<file path="src/rtl/pipe_pkg.sv">
// Shared types and constants for the pipeline controller: exception codes,
// stall-vector encodings and the divider sequencer state type.
package pipe_pkg;

  localparam logic [31:0] EXC_INT     = 32'h0000_0001;
  localparam logic [31:0] EXC_ADEL    = 32'h0000_0004;
  localparam logic [31:0] EXC_ADES    = 32'h0000_0005;
  localparam logic [31:0] EXC_SYSCALL = 32'h0000_0008;
  localparam logic [31:0] EXC_BREAK   = 32'h0000_0009;
  localparam logic [31:0] EXC_RI      = 32'h0000_000A;
  localparam logic [31:0] EXC_OV      = 32'h0000_000C;
  localparam logic [31:0] EXC_ERET    = 32'h0000_000E;

  // Bit i set means pipeline register i holds; [0]PC .. [5]WB.
  localparam logic [5:0] STALL_NONE = 6'b000000;
  localparam logic [5:0] STALL_IF   = 6'b000011;
  localparam logic [5:0] STALL_ID   = 6'b000111;
  localparam logic [5:0] STALL_EX   = 6'b001111;
  localparam logic [5:0] STALL_MEM  = 6'b011111;

  typedef enum logic [1:0] {
    D_IDLE  = 2'd0,
    D_START = 2'd1,
    D_BUSY  = 2'd2,
    D_DONE  = 2'd3
  } div_state_t;

  // ERET returns to EPC; every other nonzero code, known or not, takes the vector.
  function automatic logic [31:0] flush_target(input logic [31:0] code,
                                               input logic [31:0] epc,
                                               input logic [31:0] vec);
    logic [31:0] tgt;
    if (code == EXC_ERET) begin
      tgt = epc;
    end else begin
      tgt = vec;
    end
    return tgt;
  endfunction

endpackage

</file>
<file path="src/rtl/pipe_div_seq.sv">
// Divider handshake sequencer: start/busy/done with flush abort and
// result hold while the EX/MEM register is stalled.
module pipe_div_seq
  import pipe_pkg::*;
(
  input  logic clk,
  input  logic rst,
  input  logic div_start_i,
  input  logic div_ready_i,
  input  logic flush_i,
  input  logic ex_stall_i,
  output logic go_o,
  output logic cancel_o,
  output logic done_o,
  output logic busy_o
);

  div_state_t state_q, state_d;

  // State register with synchronous active-low reset.
  always_ff @(posedge clk) begin
    if (!rst) begin
      state_q <= D_IDLE;
    end else begin
      state_q <= state_d;
    end
  end

  // Kept apart from the next-state block so the stall path has no comb loop.
  assign busy_o = (state_q == D_START) || (state_q == D_BUSY);

  // Next-state and handshake outputs; a flush always beats a ready divider.
  always_comb begin
    state_d  = state_q;
    go_o     = 1'b0;
    cancel_o = 1'b0;
    done_o   = 1'b0;
    case (state_q)
      D_IDLE: begin
        if (div_start_i && !flush_i) begin
          state_d = D_START;
        end else begin
          state_d = D_IDLE;
        end
      end
      D_START: begin
        if (flush_i) begin
          cancel_o = 1'b1;
          state_d  = D_IDLE;
        end else begin
          go_o    = 1'b1;
          state_d = D_BUSY;
        end
      end
      D_BUSY: begin
        if (flush_i) begin
          cancel_o = 1'b1;
          state_d  = D_IDLE;
        end else if (div_ready_i) begin
          go_o    = 1'b1;
          state_d = D_DONE;
        end else begin
          go_o    = 1'b1;
          state_d = D_BUSY;
        end
      end
      D_DONE: begin
        if (flush_i) begin
          cancel_o = 1'b1;
          state_d  = D_IDLE;
        end else if (ex_stall_i) begin
          done_o  = 1'b1;
          state_d = D_DONE;
        end else begin
          done_o  = 1'b1;
          state_d = D_IDLE;
        end
      end
      default: begin
        state_d = D_IDLE;
      end
    endcase
  end

endmodule

</file>
<file path="src/rtl/pipe_ctrl.sv">
// Central pipeline controller: stall merge, timed exception/ERET flush with
// redirect PC, and divider sequencing for the 5-stage MIPS core.
module pipe_ctrl
  import pipe_pkg::*;
#(
  parameter logic [31:0] EXC_VECTOR   = 32'hBFC0_0380,
  parameter int unsigned FLUSH_CYCLES = 1
) (
  input  logic        clk,
  input  logic        rst,
  input  logic        stallreq_if_i,
  input  logic        stallreq_id_i,
  input  logic        stallreq_exe_i,
  input  logic        stallreq_mem_i,
  input  logic        div_start_i,
  input  logic        div_ready_i,
  input  logic [31:0] exception_type_i,
  input  logic [31:0] cp0_epc_i,
  output logic [5:0]  stall_o,
  output logic        flush_o,
  output logic [31:0] new_pc_o,
  output logic        div_go_o,
  output logic        div_cancel_o,
  output logic        div_done_o
);

  localparam logic [2:0] FLUSH_LOAD = 3'(FLUSH_CYCLES - 1);

  logic [2:0]  cnt_q, cnt_d;
  logic [31:0] pc_q, pc_d;
  logic        exc_take_s;
  logic        flush_s;
  logic [31:0] target_s;
  logic [31:0] new_pc_s;
  logic [5:0]  stall_s;
  logic        div_busy_s;
  logic        div_go_s;
  logic        div_cancel_s;
  logic        div_done_s;

  // Codes arriving while the counter runs belong to squashed instructions.
  assign exc_take_s = (exception_type_i != 32'h0) && (cnt_q == 3'd0);
  assign flush_s    = exc_take_s || (cnt_q != 3'd0);
  assign target_s   = flush_target(exception_type_i, cp0_epc_i, EXC_VECTOR);

  // Flush counter and latched redirect target, next-state.
  always_comb begin
    cnt_d    = cnt_q;
    pc_d     = pc_q;
    new_pc_s = 32'h0;
    if (exc_take_s) begin
      cnt_d    = FLUSH_LOAD;
      pc_d     = target_s;
      new_pc_s = target_s;
    end else if (cnt_q != 3'd0) begin
      cnt_d    = cnt_q - 3'd1;
      new_pc_s = pc_q;
    end else begin
      cnt_d    = 3'd0;
      new_pc_s = 32'h0;
    end
  end

  // Flush counter and redirect target registers.
  always_ff @(posedge clk) begin
    if (!rst) begin
      cnt_q <= 3'd0;
      pc_q  <= 32'h0;
    end else begin
      cnt_q <= cnt_d;
      pc_q  <= pc_d;
    end
  end

  // Stall merge; the deepest stalled stage wins, flush overrides everything.
  always_comb begin
    stall_s = STALL_NONE;
    if (flush_s) begin
      stall_s = STALL_NONE;
    end else if (stallreq_mem_i) begin
      stall_s = STALL_MEM;
    end else if (stallreq_exe_i || div_busy_s) begin
      stall_s = STALL_EX;
    end else if (stallreq_id_i) begin
      stall_s = STALL_ID;
    end else if (stallreq_if_i) begin
      stall_s = STALL_IF;
    end else begin
      stall_s = STALL_NONE;
    end
  end

  pipe_div_seq u_div_seq (
    .clk         (clk),
    .rst         (rst),
    .div_start_i (div_start_i),
    .div_ready_i (div_ready_i),
    .flush_i     (flush_s),
    .ex_stall_i  (stall_s[3]),
    .go_o        (div_go_s),
    .cancel_o    (div_cancel_s),
    .done_o      (div_done_s),
    .busy_o      (div_busy_s)
  );

  // Hold every output at its reset value while rst is low.
  assign stall_o      = rst ? stall_s      : 6'b000000;
  assign flush_o      = rst ? flush_s      : 1'b0;
  assign new_pc_o     = rst ? new_pc_s     : 32'h0;
  assign div_go_o     = rst ? div_go_s     : 1'b0;
  assign div_cancel_o = rst ? div_cancel_s : 1'b0;
  assign div_done_o   = rst ? div_done_s   : 1'b0;

endmodule

</file>
<file path="config.mk">
export PLATFORM = sky130hd
export DESIGN_NAME = pipe_ctrl
export DESIGN_NICKNAME = d
export VERILOG_FILES = /design/src/rtl/pipe_pkg.sv /design/src/rtl/pipe_div_seq.sv /design/src/rtl/pipe_ctrl.sv
export SDC_FILE = /design/constraint.sdc
export NUM_CORES = 1
export LEC_CHECK = 0
export BUFFER_PORTS_ARGS = -buffer_cell sky130_fd_sc_hd__buf_2
export CELL_PAD_IN_SITES_DETAIL_PLACEMENT = 2
export CELL_PAD_IN_SITES_GLOBAL_PLACEMENT = 2
export CORE_MARGIN = 8
export CORE_UTILIZATION = 24
export CTS_CLUSTER_SIZE = 28
export DETAILED_ROUTE_END_ITERATION = 10
export GPL_TIMING_DRIVEN = 0
export PLACE_DENSITY_LB_ADDON = 0.3
export SYNTH_ARGS = -nofsm -noshare
export SYNTH_HDL_FRONTEND = slang
export SYNTH_SLANG_ARGS = --single-unit
</file>
<file path="constraint.sdc">
create_clock -name clk -period 2.2 [get_ports clk]
set_input_delay 0.33 -clock clk [delete_from_list [all_inputs] [get_ports clk]]
set_output_delay 0.33 -clock clk [all_outputs]
set_load 0.01 [all_outputs]
</file>
-- After elaboration in Yosys (flattened, before gate mapping)
Cells that the tools add are included.
- register bits: 37
- output and inout bits: 42
- word-level logic and storage cells: 49
- input bits: 72
- bitwise gates (word level): 2
- reduce and logical (&&, ||, !) cells: 13
- muxes and demuxes: 26
- eq/ne operators: 4
- add/sub/neg operators: 1
- operators with widths (kind ; number):
    two-way mux 32 bit ; 4
    == test 32 x 4 -> 1 bit, second input constant ; 1
    nonzero test 32 bit ; 1
    two-way mux 1 bit ; 11
    two-way mux 2 bit ; 5
    two-way mux 5 bit ; 2
    one-hot mux 2 bit (4 select lines) ; 1
    two-way mux 6 bit ; 1
    OR reduction 3 bit ; 2
    == test 2 bit, second input constant ; 2
    two-way mux 4 bit ; 1
    logical NOT 3 bit ; 1
    logical OR 1 bit ; 3
    two-way mux 3 bit ; 1
    nonzero test 3 bit ; 1
    subtractor 3 x 1 -> 3 bit, second input constant ; 1
    == test 2 x 1 -> 1 bit, second input constant ; 1
    logical AND 1 bit ; 2
    logical NOT 2 bit ; 1
    NOT 1 bit ; 2
    OR reduction 2 bit ; 1
    logical NOT 1 bit ; 1

-- Logic depth before layout (Yosys ltp)
- word-level depth: 9
- depth in mapped cells: 9
- gate-level depth less buffers: 7

-- Cells and area by module
A second synthesis with hierarchy kept.
- cells, all modules: 220
- area total of the unflattened synthesis: 2052.0 µm²
- by module, submodules not included (module ; times used ; area an instance (µm²) ; sequential area each (µm²) ; cells each):
    pipe_ctrl ; 1 ; 1873.0 ; 700.7 ; 203
    pipe_div_seq ; 1 ; 178.9 ; 40.0 ; 17

-- Worst setup path after synthesis
No wires, ideal clock.
- path kind: register to output
- start: register cnt_q[0]
- end: output new_pc_o[0]
- stages on the path, launching flop included: 10
- required time: 1870 ps
- arrival: 1698 ps
- path buffers: 2
- setup slack: 172 ps
- path through: dfxtp_1 inv_1 ha_1 ha_1 and2_1 clkbuf_1 nand2_1 nor3_2 buf_2 a22o_1
- longest elaborated chain between the ends: 4
- elaborated cells on any way between the ends: 6
- those cells by class: mux (3); reduce/logical (3)
- RTL lines (what ; line ; text):
    start: declaration ; pipe_ctrl.sv:29 ; logic [2:0] cnt_q, cnt_d;
    start signal: assignment ; pipe_ctrl.sv:70 ; cnt_q <= cnt_d;
    nonzero test 3 bit or logical NOT 3 bit (tied branches) ; pipe_ctrl.sv:55, pipe_ctrl.sv:42 ;
    two-way mux 32 bit or logical AND 1 bit (tied branches) ; pipe_ctrl.sv:55, pipe_ctrl.sv:42 ;
    two-way mux 32 bit (*) ; pipe_ctrl.sv:51 ; if (exc_take_s) begin
    two-way mux 32 bit (*) ; pipe_ctrl.sv:109 ; assign new_pc_o = rst ? new_pc_s : 32'h0;
    end: declaration ; pipe_ctrl.sv:21 ; output logic [31:0] new_pc_o,
Mark *: on every way between the ends. The rest lies on a longest branch, timed or not.

-- Worst setup path in the final report
- start: input exception_type_i[24]
- end: output new_pc_o[22]
- longest elaborated chain between the ends: 4
- elaborated cells on any way between the ends: 6
- those cells by class: eq/ne (1); mux (3); reduce/logical (2)
- RTL lines (what ; line ; text):
    start: declaration ; pipe_ctrl.sv:17 ; input logic [31:0] exception_type_i,
    == test 32 x 4 -> 1 bit or nonzero test 32 bit (tied branches) ; pipe_pkg.sv:33, pipe_ctrl.sv:42 ;
    two-way mux 32 bit or logical AND 1 bit (tied branches) ; pipe_pkg.sv:33, pipe_ctrl.sv:42 ;
    two-way mux 32 bit (*) ; pipe_ctrl.sv:51 ;
    two-way mux 32 bit (*) ; pipe_ctrl.sv:109 ;
Marked as above.

==> reports/metrics.yaml <==
synthesis:
  synth_edf_count: 0
  ys_top_cells_by_area: "dfxtp_1, a22o_1, o211ai_2"
  synth-seq-cells: 37
  async_flop_share_pct: 0
  synth_top_area_share_pct: 37.3
  synth_nets: 276
  syn_inst: 198
  yosysSeqAreaShare_pct: 37.3
  netlist-cell-type-count: 36
  yosysTopAreaCell: "dfxtp_1"
  yosysWarnings: 0
  syn_area_um2: 1990
  synth_area_per_cell_um2: 10.0
  ys.flop_type: "dfxtp_1"
hold_path:
  min_path_type: "input pin to flip-flop"
status:
  violations: "setup timing"
  status: "finished, violations left"
finish:
  mostFrequentLayoutCell: "buf_2"
  num_antenna_cells: 0
  fin_nets: 419
  n_fill_cell: 926
  finish.instance_area_um2: 3250
  register_area_um2: 746
  multi_input_area_um2: 1250
  area_delta_synth_final_pct: 63.3
  final_cell_mix: "buf_2, a22o_1, dfxtp_1"
  fin_util_pct: 39.9
  drive_above_1_share_pct: 61.4
  final_cells: 447
global_routing:
  grt_max_degree: 12
  grt_overflow: 0
  grt_usage_pct: 12.6
  grt_pass1_wl_um: 11900
  grt_pass1_vias: 2398
  antenna_found_initial: 0
drt:
  wl_um: 8180
  via_per_inst: 4.80
  drc: 0
  drtIter0Drc: 33
  drtAntennaViolNets: 0
  wire_per_inst_um: 18.3
  firstDrtPassIters: 4
  num_vias: 2144
clocking:
  cts_buffer_depth: 2
  cts-buffers-inserted: 5
  h-tree-depth: 2
  tritoncts: "yes"
  clk_pin_slew_worst_paths_ns: 0.08
  cts-root-buf: "clkbuf_8"
  clock_sinks: 37
  clk_latency_ns: 0.29
setup_path:
  criticalPathCategory: "input pin to output pin"
  crit_path_end: "new_pc_o[22]"
  timing.rr.start: "cnt_q[0]"
  arrival_ns: 1.91
  critPathLaunchType: "input pin"
  critPathRequiredTime_ns: 1.87
  worst_r2r_path_depth: 9
  critPathMaxFanout: 5
  reg2reg_to: "pc_q[21]"
  worstSetupEndpointType: "output pin"
  r2r_setup_slack_ns: 0.45
  worstSetupStartpoint: "exception_type_i[24]"
sta:
  hold_violations: 0
  report.final.slew_viol_count: 0
  timing.final.ws_setup_ns: -0.0406
  rsz0062_at_grt: "yes"
  setup_violations: 15
  fin_crit_sh_pct: 102
  finClkSkew_ns: 0.00811
  tns_ns: -0.270
  layout_min_cycle_time_ns: 2.24
  timing.fmax_ghz: 0.446
floorplanning:
  placement_rows: 33
  die_h_um: 107
  core_area_um2: 8130
  num_io_pins: 114
  die_x_um: 107
  initial_core_util_pct: 24.4
  dieArea_um2: 11500
pwr:
  total_leakage_power_uw: 0.00163
  ir_drop_v: 0.000519
  power_density_nw_per_um2: 1070
place:
  port_buffers: 112
  dpl_cell_area_um2: 2680
  post-place-ws_ns: -0.432
  gp_congestion: 0.718
  dp.cells: 415
  hpwl_um: 5510
job:
  maxCapViolCount: 0
-- cell families after synthesis --
logic type,share of synthesized area (%)
other cells,0.189
simple gates,16.6
compound gates,34.0
flops,37.3
fa+ha+maj,3.78
buf+inv,8.18
-- synthesized netlist by cell type (5+ instances only) --
cell      count
a22o_1       40
dfxtp_1      37
inv_1        17
nand2_1      15
o211ai_1     13
o211ai_2     11
buf_2         7
and3_1        6
ha_1          6
nor2_1        6
clkbuf_1      5
-- layout make-up --
| class | instances | share of cell area [%] |
|---|---|---|
| Multi-Input combinational cell | 127 | 38.5 |
| Sequential cell | 37 | 23.0 |
| Tap cell | 105 | 4.05 |
| Clock buffer | 7 | 2.66 |
| Timing Repair Buffer | 138 | 25.0 |
| Clock inverter | 1 | 0.925 |
| Inverter | 17 | 1.97 |
| Buffer | 15 | 3.93 |
-- through the flow --
stage / hold WS (ns) / total power [µW]
final: 0.262 / 3470
after global routing: 0.269 / 3720
after CTS: 0.267 / 3230
after detailed placement: 0.411 / 2350
after global placement: 0.404 / 2310
after floorplan: 0.393 / 1810
-- what timing repair did --
action | CTS | global route
pin swaps | 8 | 13
hold buffers | 0 | 0
endpoints found under the setup margin | 69 | 36
gates cloned | 1 | 3
setup buffers | 12 | 10
resized for setup | 37 | 33
-- registers in the layout (all words and copies together), names as in the netlist --
signal,count
u_div_seq.state_q,2
pc_q,32
cnt_q,3
-- power breakdown --
part / internal (µW) / total [µW] / switching (µW)
sequential: 824 / 869 / 45.0
combinational: 922 / 1980 / 1060
clock: 370 / 624 / 253
-- how the worst min path moves through the flow --
stage	from	endpoint	slack [ns]	cells after the start
6_report	cp0_epc_i[25]	pc_q[25]	0.26	3
5_1_grt	cp0_epc_i[25]	pc_q[25]	0.27	3
4_1_cts	cp0_epc_i[6]	pc_q[6]	0.27	2
3_5_place_dp	cnt_q[0]	cnt_q[0]	0.41	1
3_3_place_gp	cnt_q[0]	cnt_q[0]	0.40	1
2_1_floorplan	cnt_q[0]	cnt_q[0]	0.39	1
-- worst max-delay path: stages --
cell and delay (ns):
buf_2 0.11, nor4_4 0.36, nand4_4 0.20, o31ai_4 0.46, buf_6 0.18, o211ai_1 0.10
buf_2 0.16
-- routing by layer --
layer | vias up | part of all wire (%) | track usage (%)
li1 | 1029 | - | -
met1 | 1035 | 41 | 14.2
met2 | 76 | 51 | 22.1
met3 | 4 | 8.0 | 4.98
met4 | 0 | 0.35 | 2.71
met5 | - | 0 | 0
No activity file was read; power rests on OpenSTA's default activity.
